## src/rtl/mem_arbiter_pkg.sv

```systemverilog
// Purpose : shared constants for the fetch/load-store memory arbiter.
// Latency : n/a (constants only).
// Backpressure: n/a. Build option MEM_ARBITER_RR_EN selects round-robin in mem_arbiter.
package mem_arbiter_pkg;

    // Response tag carried one cycle behind the grant.
    localparam logic [1:0] RESP_NONE = 2'd0;
    localparam logic [1:0] RESP_I    = 2'd1;
    localparam logic [1:0] RESP_D    = 2'd2;

    // Port indices, also used as the round-robin pointer encoding.
    localparam logic PORT_I = 1'b0;
    localparam logic PORT_D = 1'b1;

    // Cycles a requesting fetch port may lose before it is forced through.
    localparam int STARVE_MAX_DEF = 4;

endpackage

```

## src/rtl/mem_arbiter_if.sv

```systemverilog
// Purpose : bundle of the fetch port, load/store port and memory port of mem_arbiter.
// Latency : n/a; gnt is combinational with req, rvalid/rdata follow gnt by one cycle.
// Backpressure: req/addr/we/wmask/wdata held by the requester until gnt.
// Modports: slave = arbiter side, master = core + memory side.
interface mem_arbiter_if #(
    parameter int ADDR_W = 8
);
    // fetch port
    logic              i_req;
    logic [ADDR_W-1:0] i_addr;
    logic              i_gnt;
    logic              i_rvalid;
    logic [31:0]       i_rdata;
    // load/store port
    logic              d_req;
    logic              d_we;
    logic [3:0]        d_wmask;
    logic [ADDR_W-1:0] d_addr;
    logic [31:0]       d_wdata;
    logic              d_gnt;
    logic              d_rvalid;
    logic [31:0]       d_rdata;
    // memory port
    logic              mem_en;
    logic [3:0]        mem_we;
    logic [ADDR_W-1:0] mem_addr;
    logic [31:0]       mem_wdata;
    logic [31:0]       mem_rdata;

    modport slave (
        input  i_req, i_addr,
        output i_gnt, i_rvalid, i_rdata,
        input  d_req, d_we, d_wmask, d_addr, d_wdata,
        output d_gnt, d_rvalid, d_rdata,
        output mem_en, mem_we, mem_addr, mem_wdata,
        input  mem_rdata
    );

    modport master (
        output i_req, i_addr,
        input  i_gnt, i_rvalid, i_rdata,
        output d_req, d_we, d_wmask, d_addr, d_wdata,
        input  d_gnt, d_rvalid, d_rdata,
        input  mem_en, mem_we, mem_addr, mem_wdata,
        output mem_rdata
    );

endinterface

```

## src/rtl/mem_arbiter_starve_cnt.sv

```systemverilog
// Purpose : saturating count of consecutive cycles the fetch port was denied.
// Latency : o_at_max is registered state, one cycle behind the inc that reaches MAX.
// Backpressure: none. Ports: clk, resetn (sync, active-low), i_inc, i_clr, o_at_max.
module mem_arbiter_starve_cnt #(
    parameter int MAX = 4
) (
    input  logic clk,
    input  logic resetn,
    input  logic i_inc,
    input  logic i_clr,
    output logic o_at_max
);

    localparam int CW = (MAX < 1) ? 1 : $clog2(MAX + 1);

    logic [CW-1:0] r_cnt;

    // Clear wins over increment; the count holds once it reaches MAX.
    always_ff @(posedge clk) begin
        if (!resetn) begin
            r_cnt <= '0;
        end else if (i_clr) begin
            r_cnt <= '0;
        end else if (i_inc && !o_at_max) begin
            r_cnt <= r_cnt + 1'b1;
        end
    end

    assign o_at_max = (r_cnt == CW'(MAX));

endmodule

```

## src/rtl/mem_arbiter.sv

```systemverilog
// Purpose : grants one of fetch / load-store per cycle onto a single-port sync-read memory.
// Latency : gnt same cycle as req; rvalid/rdata exactly one cycle after gnt, fully pipelined.
// Backpressure: loser keeps req held and is granted later; fixed data priority with a
//   fetch starvation guard, or round-robin when MEM_ARBITER_RR_EN is defined.
// Ports: clk, resetn (sync, active-low), bus (mem_arbiter_if.slave: fetch, load/store, memory).
module mem_arbiter
    import mem_arbiter_pkg::*;
#(
    parameter int ADDR_W     = 8,
    parameter int STARVE_MAX = STARVE_MAX_DEF
) (
    input  logic          clk,
    input  logic          resetn,
    mem_arbiter_if.slave  bus
);

    logic              w_i_win;   // fetch wins when both ports request
    logic              w_i_gnt;
    logic              w_d_gnt;
    logic [ADDR_W-1:0] w_addr;
    logic [1:0]        r_resp;

`ifdef MEM_ARBITER_RR_EN
    // Pointer names the port favoured next; it moves away from whoever was just granted.
    logic r_ptr;

    always_ff @(posedge clk) begin
        if (!resetn) begin
            r_ptr <= PORT_I;
        end else if (w_i_gnt) begin
            r_ptr <= PORT_D;
        end else if (w_d_gnt) begin
            r_ptr <= PORT_I;
        end
    end

    assign w_i_win = (r_ptr == PORT_I);
`else
    logic w_at_max;

    mem_arbiter_starve_cnt #(
        .MAX (STARVE_MAX)
    ) u_starve_cnt (
        .clk      (clk),
        .resetn   (resetn),
        .i_inc    (bus.i_req & ~w_i_gnt),
        .i_clr    (~bus.i_req | w_i_gnt),
        .o_at_max (w_at_max)
    );

    assign w_i_win = w_at_max;
`endif

    // Grants are gated by resetn so nothing reaches memory while reset is held.
    assign w_i_gnt = resetn & bus.i_req & (~bus.d_req | w_i_win);
    assign w_d_gnt = resetn & bus.d_req & ~w_i_gnt;

    assign w_addr = w_d_gnt ? bus.d_addr :
                    w_i_gnt ? bus.i_addr : '0;

    assign bus.i_gnt     = w_i_gnt;
    assign bus.d_gnt     = w_d_gnt;
    assign bus.mem_en    = w_i_gnt | w_d_gnt;
    assign bus.mem_addr  = w_addr;
    assign bus.mem_wdata = w_d_gnt ? bus.d_wdata : 32'd0;
    assign bus.mem_we    = (w_d_gnt & bus.d_we) ? bus.d_wmask : 4'd0;

    always_ff @(posedge clk) begin
        if (!resetn) begin
            r_resp <= RESP_NONE;
        end else if (w_i_gnt) begin
            r_resp <= RESP_I;
        end else if (w_d_gnt) begin
            r_resp <= RESP_D;
        end else begin
            r_resp <= RESP_NONE;
        end
    end

    // resetn gating drops the response of a grant issued just before reset.
    assign bus.i_rvalid = resetn & (r_resp == RESP_I);
    assign bus.d_rvalid = resetn & (r_resp == RESP_D);
    assign bus.i_rdata  = bus.mem_rdata;
    assign bus.d_rdata  = bus.mem_rdata;

endmodule
```

## src/flat_wrapper.sv

```systemverilog
// flat-port wrapper written by rule: the top's interface ports become plain ports
module mem_arbiter_flat import mem_arbiter_pkg::*;
#(
    parameter int ADDR_W     = 8,
    parameter int STARVE_MAX = STARVE_MAX_DEF
)
  (clk, resetn, bus_i_req, bus_i_addr, bus_i_gnt, bus_i_rvalid, bus_i_rdata, bus_d_req, bus_d_we, bus_d_wmask, bus_d_addr, bus_d_wdata, bus_d_gnt, bus_d_rvalid, bus_d_rdata, bus_mem_en, bus_mem_we, bus_mem_addr, bus_mem_wdata, bus_mem_rdata);
  mem_arbiter_if #(.ADDR_W(ADDR_W)) bus_i ();
  input  logic clk;
  input  logic resetn;
  input wire logic [$bits(bus_i.i_req)-1:0] bus_i_req;
  input wire logic [$bits(bus_i.i_addr)-1:0] bus_i_addr;
  output wire logic [$bits(bus_i.i_gnt)-1:0] bus_i_gnt;
  output wire logic [$bits(bus_i.i_rvalid)-1:0] bus_i_rvalid;
  output wire logic [$bits(bus_i.i_rdata)-1:0] bus_i_rdata;
  input wire logic [$bits(bus_i.d_req)-1:0] bus_d_req;
  input wire logic [$bits(bus_i.d_we)-1:0] bus_d_we;
  input wire logic [$bits(bus_i.d_wmask)-1:0] bus_d_wmask;
  input wire logic [$bits(bus_i.d_addr)-1:0] bus_d_addr;
  input wire logic [$bits(bus_i.d_wdata)-1:0] bus_d_wdata;
  output wire logic [$bits(bus_i.d_gnt)-1:0] bus_d_gnt;
  output wire logic [$bits(bus_i.d_rvalid)-1:0] bus_d_rvalid;
  output wire logic [$bits(bus_i.d_rdata)-1:0] bus_d_rdata;
  output wire logic [$bits(bus_i.mem_en)-1:0] bus_mem_en;
  output wire logic [$bits(bus_i.mem_we)-1:0] bus_mem_we;
  output wire logic [$bits(bus_i.mem_addr)-1:0] bus_mem_addr;
  output wire logic [$bits(bus_i.mem_wdata)-1:0] bus_mem_wdata;
  input wire logic [$bits(bus_i.mem_rdata)-1:0] bus_mem_rdata;
  assign bus_i.i_req = bus_i_req;
  assign bus_i.i_addr = bus_i_addr;
  assign bus_i_gnt = bus_i.i_gnt;
  assign bus_i_rvalid = bus_i.i_rvalid;
  assign bus_i_rdata = bus_i.i_rdata;
  assign bus_i.d_req = bus_d_req;
  assign bus_i.d_we = bus_d_we;
  assign bus_i.d_wmask = bus_d_wmask;
  assign bus_i.d_addr = bus_d_addr;
  assign bus_i.d_wdata = bus_d_wdata;
  assign bus_d_gnt = bus_i.d_gnt;
  assign bus_d_rvalid = bus_i.d_rvalid;
  assign bus_d_rdata = bus_i.d_rdata;
  assign bus_mem_en = bus_i.mem_en;
  assign bus_mem_we = bus_i.mem_we;
  assign bus_mem_addr = bus_i.mem_addr;
  assign bus_mem_wdata = bus_i.mem_wdata;
  assign bus_i.mem_rdata = bus_mem_rdata;
  mem_arbiter #(.ADDR_W(ADDR_W), .STARVE_MAX(STARVE_MAX)) u_core (.clk(clk), .resetn(resetn), .bus(bus_i));
endmodule
```

## config.mk

```make
export PLATFORM = sky130hd
export DESIGN_NAME = mem_arbiter_flat
export DESIGN_NICKNAME = d
export VERILOG_FILES = /design/src/rtl/mem_arbiter_pkg.sv /design/src/rtl/mem_arbiter_if.sv /design/src/rtl/mem_arbiter_starve_cnt.sv /design/src/rtl/mem_arbiter.sv /design/src/flat_wrapper.sv
export SDC_FILE = /design/constraint.sdc
export NUM_CORES = 1
export LEC_CHECK = 0
export ABC_AREA = 1
export BUFFER_PORTS_ARGS = -buffer_cell sky130_fd_sc_hd__buf_4
export CAP_MARGIN = 20
export CORE_AREA = 2 2 78 80
export DETAILED_ROUTE_END_ITERATION = 6
export DIE_AREA = 0 0 80 82
export PLACE_DENSITY = 0.67
export RECOVER_POWER = 50
export SETUP_SLACK_MARGIN = 0.15
export SYNTH_ARGS = -nofsm -noshare
export SYNTH_HDL_FRONTEND = slang
export SYNTH_HIERARCHICAL = 1
export SYNTH_SLANG_ARGS = --single-unit
```

## constraint.sdc

```tcl
create_clock -name clk -period 3.5 [get_ports clk]
set_input_delay 0.175 -clock clk [delete_from_list [all_inputs] [get_ports clk]]
set_output_delay 0.175 -clock clk [all_outputs]
set_load 0.005 [all_outputs]
```

# Word level (Yosys, flattened, before mapping)
# Cells that the tools add are included.
[op_classes]
n_bitwise = 15
n_eq_ne = 3
n_reduce_logical = 4
n_mux = 6
n_addsub = 1
[op_table]
columns = ["cell", "count"]
rows = [
  ["2-to-1 mux 32 bit", 1],
  ["2-to-1 mux 8 bit", 2],
  ["bitwise AND 1 bit", 8],
  ["2-to-1 mux 4 bit", 1],
  ["NOT 1 bit", 4],
  ["OR reduction 2 bit", 2],
  ["adder 3 x 1 -> 3 bit (second input constant)", 1],
  ["== test 3 bit (second input constant)", 1],
  ["bitwise OR 1 bit", 3],
  ["== test 2 x 1 -> 1 bit (second input constant)", 1],
  ["== test 2 bit (second input constant)", 1],
  ["2-to-1 mux 2 bit", 1],
  ["logical AND 1 bit", 1],
  ["zero test 1 bit", 1],
  ["2-to-1 mux 1 bit", 1],
]
[totals]
elab_cells = 32
input_bits = 89
ff_bits = 5

# Logic depth before layout (Yosys ltp)
[logic_depth]
word_depth = 7
depth_mapped = 15

# Cells and area by module
# The synthesis kept the hierarchy.
[by_module_without_submodules]
columns = ["mod", "cells_per_inst", "area_per_inst_um2", "n_inst", "seq_area_each_um2"]
rows = [
  ["mem_arbiter", 186, 1142.3, 1, 40.0],
  ["mem_arbiter_starve_cnt", 28, 178.9, 1, 60.1],
]

# Least setup slack after synthesis
# OpenSTA, ideal clock, no wires.
[synth_path]
kind = "register -> register"
startpoint = "reg u_core.u_starve_cnt.r_cnt[0]"
endpoint = "reg u_core.u_starve_cnt.r_cnt[2]"
required_time_ns = 3.387
path_stages_with_launch = 16
path_slack_ns = 1.906
synth_period_minus_slack_ns = 1.594
n_path_buf = 1
arrival_ns = 1.482
cell_sequence = "dfxtp_1 inv_1 ha_1 nand2_2 inv_1 inv_1 nand2_1 nand2_4 buf_6 nand2_1 inv_1 nand2_1 inv_1 nand2_1 nand2_1 nor2_1"
[synth_via]
elab_chain_cells = 6
elab_cells_between_ends = 10
[synth_rtl]
columns = ["element", "line", "rtl"]
rows = [
  ["start: declaration", "mem_arbiter_starve_cnt.sv:16", "logic [CW-1:0] r_cnt;"],
  ["start signal: assignment", "mem_arbiter_starve_cnt.sv:25", "r_cnt <= r_cnt + 1'b1;"],
  ["== test 3 bit *", "mem_arbiter_starve_cnt.sv:29", "assign o_at_max = (r_cnt == CW'(MAX));"],
  ["named net u_core.w_at_max", "mem_arbiter.sv:39", "logic w_at_max;"],
  ["bitwise OR 1 bit", "mem_arbiter.sv:55", "assign w_i_gnt = resetn & bus.i_req & (~bus.d_req | w_i_win);"],
  ["bitwise AND 1 bit", "mem_arbiter.sv:55", ""],
  ["NOT 1 bit", "mem_arbiter.sv:46", ".i_inc (bus.i_req & ~w_i_gnt),"],
  ["bitwise AND 1 bit", "mem_arbiter.sv:46", ""],
  ["logical AND 1 bit", "mem_arbiter_starve_cnt.sv:24", "end else if (i_inc && !o_at_max) begin"],
]
# Mark *: on every way through the listed nets, which the timed path passes. The rest lies on a longest branch.
# A chain may end at the register's enable or synchronous reset.

# Worst setup path in the final report
[layout_path]
startpoint = "reg u_core.u_starve_cnt.r_cnt[0]"
endpoint = "out bus_mem_wdata[1]"
[layout_via]
elab_chain_cells = 6
[layout_rtl]
columns = ["element", "line", "rtl"]
rows = [
  ["== test 3 bit", "mem_arbiter_starve_cnt.sv:29", ""],
  ["named net u_core.w_at_max", "mem_arbiter.sv:39", ""],
  ["bitwise OR 1 bit", "mem_arbiter.sv:55", ""],
  ["bitwise AND 1 bit", "mem_arbiter.sv:55", ""],
  ["NOT 1 bit", "mem_arbiter.sv:56", "assign w_d_gnt = resetn & bus.d_req & ~w_i_gnt;"],
  ["bitwise AND 1 bit", "mem_arbiter.sv:56", ""],
  ["2-to-1 mux 32 bit", "mem_arbiter.sv:65", "assign bus.mem_wdata = w_d_gnt ? bus.d_wdata : 32'd0;"],
  ["end: declaration", "flat_wrapper.sv:27", "output wire logic [$bits(bus_i.mem_wdata)-1:0] bus_mem_wdata;"],
]
# The timed path passes the listed nets, and every way through them passes these cells.

==> flow_summary.json <==
{
  "status": "complete, no violations",
  "clk_latency_ns": 0.22,
  "totalPowerFinal_uw": 309.2,
  "p_switching_uw": 87.90,
  "rsz0062_at_grt": "false",
  "postCtsSetupBuffers": 0,
  "hold_violations": 0,
  "met3_usage": 0.02637,
  "busiest_layer": "met2",
  "power_frac_comb": 0.465,
  "antenna_left": 0,
  "cap_violations": 0,
  "vias_per_cell": 3.655,
  "critical_path_class": "reg -> out",
  "drive_above_1_share": 0.5686,
  "synth_nets": 305,
  "critPathArrivalTime_ns": 1.86,
  "track_usage": 0.07809,
  "multiInputGateArea_um2": 485.5,
  "use_met1": 0.07823,
  "path_cells": "inv_1, ha_1, nand2_2, inv_1, inv_1, nand2_1, nand2_4, nand2_8, nor2_1, buf_4",
  "clk_pin_slew_ns": 0.03,
  "cp-start-kind": "register",
  "antenna_cells": 0,
  "htreeDepth": 1,
  "root_buffer": "clkbuf_8",
  "fill_cells": 639,
  "io_buffer_count": 105,
  "num-nets-final": 347,
  "cts_buffers": 3,
  "dpl_cell_area_mm2": 0.001662,
  "worstHoldPathType": "in -> reg",
  "grt_overflow": 0,
  "finalMaxSlewViolations": 0,
  "post-route-period-util": 0.5806,
  "cp_slowest_stage_delay_ns": 0.37,
  "fp.dieW_um": 80,
  "worst_ep_required_time_ns": 3.32,
  "avgRoutedWirePerCell_um": 9.185,
  "max_slew_margin": 0.7739,
  "fp-row-count": 28,
  "cts_buffer_depth": 2,
  "finalNonFillerCells": 330,
  "p_leak_nw": 1.078,
  "routabilityCongestion": 0.7400,
  "cp_max_fo": 34,
  "cts_tree": "done",
  "seqPwrFrac": 0.197,
  "drt_wl_total_um": 3031,
  "swShare": 0.2843,
  "grt_max_degree": 35,
  "critPathMostFrequentCell": "inv_1",
  "syn2layout_area_growth_pct": 29.17,
  "cp-end-kind": "output port",
  "grt_pass1_vias": 1007,
  "first_pass_iters": 4,
  "dp_cells": 326,
  "io_pins": 202,
  "postCtsResizedCells": 0,
  "critPathSlowestCell": "dfxtp_1",
  "ys_seq_area_frac": 0.07576,
  "synth_cell_types": 18,
  "stdcell_area_mm2": 0.001707,
  "utilization": 0.2970,
  "fin_skew_ns": 0.0008035,
  "fp.dieArea_mm2": 0.006560,
  "peakVddDrop_mv": 0.07442,
  "cts_sinks": 5,
  "grt.met2_usage": 0.1350,
  "drt-initial-drc-count": 21,
  "core-area_mm2": 0.005746,
  "fin_setup_tns_ns": 0,
  "worst_pin_slew_ns": 0.3383,
  "pwr-share-clk": 0.337,
  "seqCellArea_um2": 100.1,
  "power.density_mw_per_mm2": 181.2,
  "crit_buf_inv": 4,
  "critPathTopFamily": "simple AND/OR/NAND/NOR gates",
  "fin_crit_ns": 2.032,
  "grt_first_pass_wirelength_um": 4140,
  "drc_errors": 0,
  "synth-seq-cells": 5,
  "ys_warn_count": 6,
  "setup_viol": 0,
  "p_int_uw": 221.3,
  "vias": 1206,
  "max_freq_mhz": 492.1,
  "synth_cells": 214,
  "initial_core_util": 0.2300,
  "syn_avg_cell_area_um2": 6.174,
  "dieHeight_um": 82,
  "syn-cell-area_mm2": 0.001321,
  "hold_buffers": 0,
  "dp_hpwl_um": 2517,
  "antenna_found_initial": 0
}
[placed cells by master, fill, tap and decap left out, drive strengths merged]
cell | synthesis | layout
dfxtp | 5 | 5
buf | 68 | 105
ha | 2 | 2
nor2 | 44 | 44
inv | 51 | 51
nand2 | 31 | 31
clkbuf | 0 | 4
nand3 | 11 | 11
a21oi | 2 | 2
[per-layer routing]
layer	wire (µm)	share of wire
met5	0	0
met4	135	0.045
met3	418	0.14
met2	1428	0.47
met1	1049	0.35
[stage by stage]
step                hold slack, ns  setup WS [ns]
finish                      0.3487          1.468
global route                0.3500          1.288
CTS                         0.3389          1.460
detailed placement          0.3501          1.694
global placement            0.3501          1.777
floorplan                   0.3824          1.906
[power by group through the flow]
stage / combinational, mW / clock, mW / sequential, mW
6_report: 0.144 / 0.104 / 0.0610
5_1_grt: 0.159 / 0.114 / 0.0612
4_1_cts: 0.146 / 0.107 / 0.0609
3_5_place_dp: 0.146 / 0 / 0.0617
3_3_place_gp: 0.143 / 0 / 0.0616
2_1_floorplan: 0.122 / 0 / 0.0614
[sequential cells by signal, summed over array words and instances, names as in the netlist]
| signal | cells |
|---|---|
| u_core/u_starve_cnt/r_cnt | 3 |
| u_core/r_resp | 2 |
[final timing paths]
path	startpoint	end	slack, ns	cells after the start
worst min register to register	u_core/u_starve_cnt/r_cnt[2]$_SDFFE_PP0P_	u_core/u_starve_cnt/r_cnt[2]$_SDFFE_PP0P_	0.51	2
worst min-delay path	resetn	u_core/u_starve_cnt/r_cnt[1]$_SDFFE_PP0P_	0.35	5
worst max register to register	u_core/u_starve_cnt/r_cnt[0]$_SDFFE_PP0P_	u_core/u_starve_cnt/r_cnt[2]$_SDFFE_PP0P_	1.78	14
worst max-delay path	u_core/u_starve_cnt/r_cnt[0]$_SDFFE_PP0P_	bus_mem_wdata[1]	1.47	10
[kinds of logic (layout without fill, tap and decap cells)]
family,Yosys count,after routing,synth area share
DFF,5,5,0.07576
AOI/OAI and AO/OA,2,2,0.007576
buffers and inverters,119,160,0.5568
adders and majority gates,2,2,0.01894
and+or+nand+nor,86,86,0.3409
[worst min-delay path, cell delays in order]
cell and delay, ns:
buf_4 0.13, inv_1 0.05, nor2_1 0.06, nand2_1 0.07, nor2_1 0.03
[cell usage after synthesis]
master / instances / area [µm²]
nand2_2: 2 / 12.51
buf_12: 1 / 20.02
dfxtp_1: 5 / 100.1
nor2_4: 3 / 33.78
nand2_8: 1 / 20.02
inv_1: 46 / 172.7
nand2_4: 1 / 11.26
buf_4: 64 / 480.5
a21oi_1: 2 / 10.01
ha_1: 2 / 25.02
buf_8: 2 / 30.03
inv_2: 4 / 15.01
inv_4: 1 / 6.260
nor2_2: 25 / 156.4
nor2_1: 16 / 60.06
nand3_1: 11 / 55.05
buf_6: 1 / 11.26
nand2_1: 27 / 101.4
[final cells by class]
class,instances,area share
Timing Repair Buffer,105,0.4619
Multi-Input combinational cell,90,0.2845
Inverter,51,0.1136
Sequential cell,5,0.05865
Tap cell,75,0.05499
Clock buffer,4,0.02639
Power figures use the tool's default switching activity.
